<file path="config.mk">
export PLATFORM = sky130hd
export DESIGN_NAME = axi_ad7124_trigger
export DESIGN_NICKNAME = d
export VERILOG_FILES = /design/src/rtl/axi_ad7124_trigger.sv
export SDC_FILE = /design/constraint.sdc
export NUM_CORES = 1
export LEC_CHECK = 0
export ABC_AREA = 0
export CELL_PAD_IN_SITES_DETAIL_PLACEMENT = 0
export CELL_PAD_IN_SITES_GLOBAL_PLACEMENT = 1
export CORE_ASPECT_RATIO = 1.2
export CORE_UTILIZATION = 33
export CTS_CLUSTER_SIZE = 8
export DETAILED_ROUTE_END_ITERATION = 7
export GPL_TIMING_DRIVEN = 0
export HOLD_SLACK_MARGIN = 0.02
export PLACE_DENSITY_LB_ADDON = 0.1
export SETUP_SLACK_MARGIN = 0.4
export SYNTH_ARGS = -nofsm -noshare
export SYNTH_HDL_FRONTEND = slang
export SYNTH_SLANG_ARGS = --single-unit
</file>
<file path="constraint.sdc">
create_clock -name clk -period 14.9 [get_ports clk]
set_input_delay 2.98 -clock clk [delete_from_list [all_inputs] [get_ports clk]]
set_output_delay 2.98 -clock clk [all_outputs]
set_load 0.005 [all_outputs]
</file>
<file path="src/rtl/axi_ad7124_trigger.sv">
// RTC-timed measurement scheduler: arms at an absolute RTC deadline, then
// issues measure_start pulses every period for a fixed or unlimited count,
// skipping (and counting) deadlines that expire while a measurement runs.
module axi_ad7124_trigger #(
  parameter int unsigned OVR_W = 16
) (
  input  logic             clk,
  input  logic             rst,
  input  logic [31:0]      rtc_sec,
  input  logic [31:0]      rtc_nsec,
  input  logic             ctrl_enable,
  input  logic             ctrl_abort,
  input  logic [31:0]      ctrl_start_sec,
  input  logic [31:0]      ctrl_start_nsec,
  input  logic [31:0]      ctrl_period_nsec,
  input  logic [31:0]      ctrl_count,
  output logic             measure_start,
  input  logic             measure_ready,
  input  logic             measure_done,
  output logic [2:0]       stat_state,
  output logic [31:0]      stat_trig_count,
  output logic [OVR_W-1:0] stat_overrun,
  output logic             stat_cfg_err,
  output logic             irq
);

  localparam logic [31:0] NsPerSec = 32'd1_000_000_000;

  typedef enum logic [2:0] {
    StIdle = 3'd0,
    StArm  = 3'd1,
    StFire = 3'd2,
    StBusy = 3'd3,
    StWait = 3'd4,
    StDone = 3'd5
  } state_e;

  state_e           state_q;
  logic             en_q;
  logic [31:0]      d_sec_q, d_nsec_q;
  logic [31:0]      per_q, cnt_q;
  logic [31:0]      trig_q;
  logic [OVR_W-1:0] ovr_q;
  logic             cfg_err_q, start_q, irq_q;

  logic             reached;
  logic [31:0]      sum_nsec, adv_nsec, adv_sec;
  logic             cfg_bad;

  // Deadline comparison and one-period advance of the deadline.
  always_comb begin
    reached  = (rtc_sec > d_sec_q) || ((rtc_sec == d_sec_q) && (rtc_nsec >= d_nsec_q));
    sum_nsec = d_nsec_q + per_q;
    adv_nsec = sum_nsec;
    adv_sec  = d_sec_q;
    if (sum_nsec >= NsPerSec) begin
      adv_nsec = sum_nsec - NsPerSec;
      adv_sec  = d_sec_q + 32'd1;
    end
    cfg_bad = (ctrl_period_nsec == 32'd0) || (ctrl_period_nsec >= NsPerSec) ||
              (ctrl_start_nsec >= NsPerSec);
  end

  // Scheduler FSM with registered start/irq pulses.
  always_ff @(posedge clk or posedge rst) begin
    if (rst) begin
      state_q   <= StIdle;
      en_q      <= 1'b0;
      d_sec_q   <= 32'd0;
      d_nsec_q  <= 32'd0;
      per_q     <= 32'd0;
      cnt_q     <= 32'd0;
      trig_q    <= 32'd0;
      ovr_q     <= '0;
      cfg_err_q <= 1'b0;
      start_q   <= 1'b0;
      irq_q     <= 1'b0;
    end else begin
      en_q    <= ctrl_enable;
      start_q <= 1'b0;
      irq_q   <= 1'b0;
      // Abort or disable wins over every other transition outside idle.
      if ((state_q != StIdle) && (ctrl_abort || !ctrl_enable)) begin
        state_q <= StIdle;
      end else begin
        unique case (state_q)
          StIdle: begin
            if (ctrl_enable && !en_q) begin
              d_sec_q  <= ctrl_start_sec;
              d_nsec_q <= ctrl_start_nsec;
              per_q    <= ctrl_period_nsec;
              cnt_q    <= ctrl_count;
              trig_q   <= 32'd0;
              ovr_q    <= '0;
              if (cfg_bad) begin
                cfg_err_q <= 1'b1;
              end else begin
                cfg_err_q <= 1'b0;
                state_q   <= StArm;
              end
            end
          end
          StArm, StWait: begin
            if (reached) state_q <= StFire;
          end
          StFire: begin
            if (measure_ready) begin
              start_q  <= 1'b1;
              trig_q   <= trig_q + 32'd1;
              d_sec_q  <= adv_sec;
              d_nsec_q <= adv_nsec;
              state_q  <= StBusy;
            end
          end
          StBusy: begin
            // Skip one expired deadline per cycle until caught up.
            if (reached) begin
              d_sec_q  <= adv_sec;
              d_nsec_q <= adv_nsec;
              if (ovr_q != '1) ovr_q <= ovr_q + 1'b1;
            end
            if (measure_done) begin
              if ((cnt_q != 32'd0) && (trig_q == cnt_q)) state_q <= StDone;
              else                                         state_q <= StWait;
            end
          end
          StDone: begin
            irq_q   <= 1'b1;
            state_q <= StIdle;
          end
          default: state_q <= StIdle;
        endcase
      end
    end
  end

  assign measure_start   = start_q;
  assign irq             = irq_q;
  assign stat_state      = state_q;
  assign stat_trig_count = trig_q;
  assign stat_overrun    = ovr_q;
  assign stat_cfg_err    = cfg_err_q;

endmodule

</file>
# --- Word level (Yosys, flattened, before mapping) ---
# Index checks and enable logic that the tools add are counted.
word_totals:
  register_bits: 183
  out_inout_bits: 54
  wordCells: 93
op_classes:
  add_sub_neg: 5
  magnitude_cmp: 5
  n_eq_ne: 17
  n_mux: 31
  n_bitwise: 1
  reduce_logical: 23
op_table:
  columns: ["cell", "count"]
  rows:
  - ["32-bit 2-to-1 mux", 10]
  - ["32-bit one-hot mux with 3 select lines", 2]
  - ["32-bit by 30-bit >= comparator with 1-bit output, second input constant", 3]
  - ["32-bit by 1-bit adder with 32-bit output, second input constant", 2]
  - ["32-bit == test", 2]
  - ["32-bit one-hot mux with 2 select lines", 1]
  - ["16-bit 2-to-1 mux", 3]
  - ["32-bit adder", 1]
  - ["32-bit >= comparator", 1]
  - ["32-bit > comparator", 1]
  - ["32-bit logical NOT", 1]
  - ["16-bit one-hot mux with 2 select lines", 1]
  - ["32-bit nonzero test", 1]
  - ["32-bit by 30-bit subtractor with 32-bit output, second input constant", 1]
  - ["3-bit 2-to-1 mux", 6]
  - ["16-bit by 1-bit adder with 16-bit output, second input constant", 1]
  - ["16-bit inequality test, second input constant", 1]
  - ["3-bit inequality test, second input constant", 5]
  - ["5-bit AND reduction", 3]
  - ["3-bit one-hot mux with 4 select lines", 1]
  - ["2-bit inequality test, second input constant", 4]
  - ["1-bit 2-to-1 mux", 7]
  - ["3-bit by 2-bit == test with 1-bit output, second input constant", 2]
  - ["3-bit == test, second input constant", 2]
  - ["11 further kinds", 20]

# --- Longest topological paths before layout ---
# Gate-level depths: netlist of run 1.
depth:
  ltp_word: 7
  depth_mapped: 17
  depth_no_buf: 16

# --- Worst setup path before layout of run 1 ---
# No wires, ideal clock.
synth_path:
  path_type: "input-to-reg"
  from: "input port rtc_nsec[0]"
  to: "register d_sec_q[14]"
  setup_time_ns: 0.137
  arrival_ns: 5.676
  setup_slack_ns: 9.087
  stages: 14
  path_buffers: 3
  cell_sequence: "inv_1 ha_1 nand2b_1 a21o_1 a21oi_1 o21ai_0 a31oi_1 o41a_1 and2_1 o31ai_1 clkbuf_1 clkbuf_1 clkbuf_1 a2bb2oi_1"
synth_via:
  elab_chain_cells: 5
synth_lines:
  columns: ["element", "line", "text"]
  rows:
  - ["from (decl)", "10", "input logic [31:0] rtc_nsec,"]
  - ["32-bit >= comparator", "52", "reached = (rtc_sec > d_sec_q) || ((rtc_sec == d_sec_q) && (rtc_nsec >= d_nsec_q));"]
  - ["1-bit logical AND", "52", null]
  - ["1-bit logical OR", "52", null]
  - ["2-bit inequality test (no line)", null, null]
  - ["5-bit AND reduction (no line)", null, null]
  - ["to (signal assigned)", "89", "d_sec_q <= ctrl_start_sec;"]
  - ["to (signal assigned)", "110", "d_sec_q <= adv_sec;"]
  - ["to (signal assigned)", "118", "d_sec_q <= adv_sec;"]
  - ["to (decl)", "40", "logic [31:0] d_sec_q, d_nsec_q;"]
# Every way passes these cells.
# A chain may end at the register's enable or synchronous reset.

# --- Final worst setup path of run 1 ---
layout_path:
  from: "input port rtc_sec[25]"
  to: "register d_sec_q[2]"
layout_via:
  elab_chain_cells: 5
  word_cells_on_any_way: 6
layout_lines:
  columns: ["element", "line", "text"]
  rows:
  - ["from (decl)", "9", "input logic [31:0] rtc_sec,"]
  - ["parallel branches: the longest is 2 deep, another holds 32-bit > comparator", null, null]
  - ["1-bit logical OR (*)", "52", null]
  - ["2-bit inequality test (no line) (*)", null, null]
  - ["5-bit AND reduction (no line) (*)", null, null]
# Mark *: on every way between the ends.

==> flow_metrics.tcl, run 1 <==
set metrics [dict create \
    ys_ff_latch 183 \
    rsz0062_at_grt "no" \
    area_growth_pct 28.5 \
    die_h_um 222 \
    max_freq_mhz 127 \
    worstPathMaxFanout 10 \
    drc 0 \
    cp-end-kind "register" \
    drive_gt1_share_pct 3.94 \
    die_w_um 185 \
    final_hold_viol_count 0 \
    powerDensity_mw_per_mm2 109 \
    mappedNetlistArea_mm2 0.0133 \
    floorplan.initialDensity_pct 33.4 \
    crit_type "in2reg" \
    final_cell_mix "nand2_1 (301), clkdlybuf4s50_1 (251), dfrtp_1 (183)" \
    synth_mux_area_share_pct 0.923 \
    grt-ovfl-total 0 \
    track_usage_pct 26.0 \
    ant_nets 0 \
    p_leak_nw 7.64 \
    clkLatencyLatePin_ps 470 \
    synthXorXnorAreaFrac_pct 6.86 \
    pin_count 252 \
    cts.sinks 183 \
    first_global_vias 13400 \
    ir_worst_vdd_uv 88.2 \
    slew_violations 0 \
    grt_pass1_wl_mm 79.2 \
    avgSynthCellArea_um2 8.19 \
    drv_cap 0 \
    clockBufferDepth 2 \
    gp_congestion 0.904 \
    p_total_w 0.00186 \
    yosysWarnings 0 \
    fin_tns_setup_ps 0 \
    rows 80 \
    viasPerCell 5.41 \
    synth_edf_count 0 \
    tightest_slew_ps 1030 \
    setup_viol 0 \
    clock-root-buffer "clkbuf_16" \
    htreeDepth 4 \
    first_pass_iters 5 \
    yosys.area_share.simple_pct 24.0 \
    synth_nets 1919 \
    layout_commonest_cell "nand2_1" \
    core_mm2 0.0397 \
    vias 13200 \
    dp_hpwl_mm 40.6 \
    ys_async_sr_fraction_pct 100 \
    final_util_pct 42.9 \
    synth_compound_area_share_pct 19.6 \
    cts-resized-gates 0 \
    synth_ff_type "dfrtp_1" \
    die-area_mm2 0.0411 \
    portBuffers 251 \
    critPathLaunchType "primary input" \
    cts_hold_buf 0 \
    worst_clock_skew_ps 14.8 \
    path_clk_slew_ps 70 \
    status "complete, no violations" \
    period_minus_slack_ps 7870 \
    syn-instance-count 1621 \
    critPathArrivalTime_ps 8180 \
    min_period_over_period_pct 52.8 \
    cts_tree "built" \
    fin_hold_ws_ps 482 \
    finalWirelength_mm 52.4 \
    grt_max_degree 97 \
    antenna_found_initial 7 \
    ys_seq_area_share_pct 34.5 \
    cts_buffers 17 \
    fin_nets 2190 \
    slew_headroom_pct 31.0 \
    synthAdderAreaFrac_pct 9.48 \
    initialDrtViolationCount 944 \
    wl_per_cell_um 21.4 \
    synth.distinct_cells 78 \
    synth_top_family_by_area "simple AND/OR/NAND/NOR gates" \
    postCtsSetupRepairBufs 0 \
    min-delay-path-class "reg2reg" \
    worstPathRequired_ps 15220 \
]
[area by class of cell]
| type | instances | area [um^2] |
|---|---|---|
| fill | 4056 | 22700 |
| clock inverter | 11 | 87.6 |
| clock buffer | 20 | 467 |
| multi-input combinational | 1286 | 8090 |
| inverter | 80 | 308 |
| sequential | 183 | 4580 |
| timing repair buffer | 252 | 2540 |
| buffer | 72 | 310 |
| tap | 533 | 667 |
| antenna | 4 | 10.0 |
[path summary, 6_finish.rpt]
check | from | to | slack (ps) | cells after the start
worst max-delay path | rtc_sec[25] | d_sec_q[2]$_DFFE_PP0P_ | 7030 | 11
worst min-delay path | per_q[30]$_DFFE_PP0P_ | per_q[30]$_DFFE_PP0P_ | 480 | 2
worst max register to register | d_sec_q[24]$_DFFE_PP0P_ | d_sec_q[2]$_DFFE_PP0P_ | 9420 | 11
worst min register to register | per_q[30]$_DFFE_PP0P_ | per_q[30]$_DFFE_PP0P_ | 480 | 2
max in group asynchronous | rst | d_nsec_q[7]$_DFFE_PP0P_ | 10910 | 3
min in group asynchronous | rst | stat_trig_count[25]$_DFFE_PP0P_ | 3030 | 2
[metrics by stage]
stage	worst slack [ps]	area (um^2)	std cells
after floorplan	6950	13300	1621
after global placement	3680	16500	2405
after detailed placement	6840	16500	2406
after CTS	7320	17000	2437
after global routing	6810	17100	2439
final	7030	17100	2441
[layer usage]
metal	vias to the layer above	routed length, um	GRT usage (%)
li1	6375	-	-
met1	6348	21800	31.6
met2	402	25600	44.2
met3	72	3350	5.62
met4	6	1560	10.1
met5	-	46	0
[state kept, by name, indices dropped and copies added, names as in the netlist]
signal / cells
cnt_q: 32
d_nsec_q: 32
d_sec_q: 32
per_q: 32
stat_trig_count: 32
stat_overrun: 16
stat_state: 3
en_q: 1
irq: 1
measure_start: 1
stat_cfg_err: 1
[report_power, final]
group	internal [W]	switching [W]
combinational	0.000316	0.000472
sequential	0.000554	0.0000577
clock	0.000229	0.000227
[critical path: stages]
cell	delay (ps)
clkdlybuf4s50_1	410
ha_1	300
nand4_1	150
nor4_1	900
o311ai_0	530
and4_1	410
o31ai_1	610
clkbuf_1	460
clkbuf_1	700
clkbuf_1	570
a2bb2oi_1	140
[synthesized netlist by cell type, drive strengths merged, types with 9 or more instances]
cell type / number / share of area [%]
a2bb2oi: 10 / 0.66
o22ai: 17 / 0.85
buf: 17 / 0.78
and3: 10 / 0.47
o21a: 10 / 0.57
dfrtp: 183 / 34
nand3: 60 / 2.3
nand2b: 12 / 0.57
xor2: 77 / 5.1
mux2i: 10 / 0.75
nor2b: 14 / 0.66
a211oi: 17 / 1.1
inv: 80 / 2.3
o211ai: 23 / 1.4
nor2: 127 / 3.6
or3: 23 / 1.1
a21o: 39 / 2.2
xnor2: 27 / 1.8
nor3: 34 / 1.3
nand2: 302 / 8.6
o2111ai: 9 / 0.59
a21oi: 81 / 3.1
nand4: 44 / 2.1
nor4: 30 / 1.4
clkbuf: 55 / 1.6
and2: 9 / 0.42
ha: 99 / 9.3
a31oi: 25 / 1.2
o21ai: 72 / 2.9
[cell families after synthesis]
group           count (synthesis)
fa+ha+maj                     100
buf+inv                       152
flops                         183
mux                            12
simple gates                  692
xor+xnor                      104
compound gates                378
Note: power is estimated with default switching activity, not from simulation.
==> inputs of run 2 (changes only) <==
clock period = 7.3 ns   (was 14.9 ns; I/O delays follow)
==> results of run 2 <==
The final DEF is identical to that of run 1. Status: complete, no violations.
Main changes from that run: setup slack after placement 6840 ps -> 759 ps; setup slack after layout 7030 ps -> 955 ps; register-to-register setup slack 9420 ps -> 1820 ps; total power 0.00186 W -> 0.00379 W; worst IR drop on VDD 88.2 uV -> 180 uV
==> inputs of run 3 (changes only) <==
CORE_UTILIZATION = 39   (was 33)
clock period = 6.6 ns   (was 7.3 ns; I/O delays follow)
==> run 3 against run 2 <==
  * Via count is essentially flat
  * Non-clock buffer count increased by 4
  * Flip-flop and latch count unchanged
  * Utilization rose by 8.2 points
  * Critical path depth grew 4
  * Final area about the same
  * Critical endpoint is now d_sec_q[16]$_DFFE_PP0P_
  * Clock skew up 0.57 ps
  * Global-route usage rose by 2.7 points
==> flow_metrics.tcl, run 3 (synthesized netlist as in run 1, its figures left out) <==
set metrics [dict create \
    drive_gt1_share_pct 4.14 \
    floorplan.initialDensity_pct 39.8 \
    vias 13200 \
    critPathArrivalTime_ps 6090 \
    ir_worst_vdd_uv 185 \
    postCtsSetupRepairBufs 0 \
    placed_cells 2327 \
    first_pass_iters 5 \
    drv_cap 0 \
    htreeDepth 4 \
    worstPathMaxFanout 10 \
    critPathLaunchType "primary input" \
    worst_clock_skew_ps 15.3 \
    cts.sinks 183 \
    antenna_cells 0 \
    pin_count 252 \
    drc 0 \
    viasPerCell 5.60 \
    ant_nets 0 \
    fin_hold_ws_ps 489 \
    pwr-share-comb_pct 41.8 \
    slew_violations 0 \
    track_usage_pct 28.6 \
    setup_viol 0 \
    path_clk_slew_ps 70 \
    rows 73 \
    clock-root-buffer "clkbuf_16" \
    rsz0062_at_grt "no" \
    cts_buffers 17 \
    tightest_slew_ps 942 \
    switching_power_w 0.00168 \
    crit_type "in2reg" \
    clkPwrFrac_pct 25.6 \
    die_w_um 170 \
    slew_headroom_pct 37.2 \
    switching_share_pct 39.9 \
    internal_power_w 0.00254 \
    worstPathRequired_ps 6910 \
    min_period_over_period_pct 87.6 \
    clkLatencyLatePin_ps 470 \
    fillers 3290 \
    min-delay-path-class "reg2reg" \
    powerDensity_mw_per_mm2 248 \
    p_leak_nw 7.68 \
    finalWirelength_mm 48.9 \
    grt_pass1_wl_mm 74.7 \
    gp_congestion 0.900 \
    fin_nets 2194 \
    grt-ovfl-total 0 \
    p_total_w 0.00423 \
    status "complete, no violations" \
    cp-end-kind "register" \
    seqPwrFrac_pct 32.7 \
    period_minus_slack_ps 5780 \
    portBuffers 251 \
    instances_no_fill 2359 \
    layout_setup_ws_ps 818 \
    die_h_um 204 \
    max_freq_mhz 173 \
    cts_tree "built" \
    grt_max_degree 39 \
    place_ws_ps 316 \
    wl_per_cell_um 20.7 \
    initialDrtViolationCount 917 \
    antenna_found_initial 1 \
    first_global_vias 13300 \
    core_mm2 0.0333 \
    fin_tns_setup_ps 0 \
    die-area_mm2 0.0348 \
    final_hold_viol_count 0 \
    cts_hold_buf 0 \
    final_cell_mix "nand2_1 (301), clkdlybuf4s50_1 (251), dfrtp_1 (183)" \
    area_growth_pct 28.4 \
    clockBufferDepth 2 \
    layout_commonest_cell "nand2_1" \
    dp_hpwl_mm 38.4 \
]
run 3: changes by cell type in the layout (fill, tap and decap cells not counted), sizes merged:
cell,change
clkinv,-1
inv,-2
clkinvlp,+2
bufinv,+2
diode,-4
buf,+4
run 3: layout make-up:
cell class	instances	area, um^2	share of cell area [%]
multi-input combinational	1286	8100	47.5
sequential	183	4580	26.9
timing repair buffer	256	2610	15.3
tap	450	563	3.30
clock buffer	20	447	2.62
buffer	72	310	1.82
inverter	80	304	1.78
clock inverter	12	140	0.822
run 3: path summary, 6_finish.rpt:
path,start,endpoint,slack [ps],cells after the start
max in group asynchronous,rst,d_sec_q[19]$_DFFE_PP0P_,4580,4
max reg2reg,d_sec_q[24]$_DFFE_PP0P_,d_sec_q[16]$_DFFE_PP0P_,1660,11
min,per_q[30]$_DFFE_PP0P_,per_q[30]$_DFFE_PP0P_,490,2
min reg2reg,per_q[30]$_DFFE_PP0P_,per_q[30]$_DFFE_PP0P_,490,2
max,rtc_nsec[0],d_sec_q[16]$_DFFE_PP0P_,820,15
min in group asynchronous,rst,stat_trig_count[26]$_DFFE_PP0P_,1200,2
run 3: routing by layer:
| layer | vias to the layer above | wire length (um) | share of wire, % | global-route usage (%) |
|---|---|---|---|---|
| met5 | - | 13 | 0.027 | 0 |
| met4 | 2 | 1660 | 3.4 | 11.3 |
| met3 | 78 | 3540 | 7.2 | 7.34 |
| met2 | 452 | 23500 | 48 | 48.9 |
| li1 | 6372 | - | - | - |
| met1 | 6297 | 20200 | 41 | 34.2 |
run 3: through the flow:
stage	utilization, %	area [um^2]
6_report	51.2	17100
4_1_cts	51.1	17000
3_3_place_gp	49.1	16400
5_1_grt	51.2	17100
3_5_place_dp	49.4	16500
2_1_floorplan	-	13300
run 3: critical path, stage by stage:
cell             delay (ps)
clkdlybuf4s50_1         450
inv_1                    40
ha_1                    250
nand2b_1                 90
a21o_1                  130
a21oi_1                  70
o21ai_0                 250
a31oi_1                 220
o41a_1                  540
and2_1                  230
o31ai_1                 560
clkbuf_1                430
clkbuf_1                760
clkbuf_1                580
a2bb2oi_1               150
run 3: timing repair:
item / in CTS / in global routing
gates resized for setup: 0 / 1
endpoints found under the hold margin: 0 / 0
endpoints found under the setup margin: 0 / 2
run 3: power groups by stage:
stage / Sequential, W / Clock, W / Combinational [W]
3_3_place_gp: 0.00140 / 0 / 0.00172
2_1_floorplan: 0.00135 / 0 / 0.00121
6_report: 0.00138 / 0.00108 / 0.00176
3_5_place_dp: 0.00140 / 0 / 0.00174
5_1_grt: 0.00140 / 0.00114 / 0.00195
4_1_cts: 0.00138 / 0.00110 / 0.00175
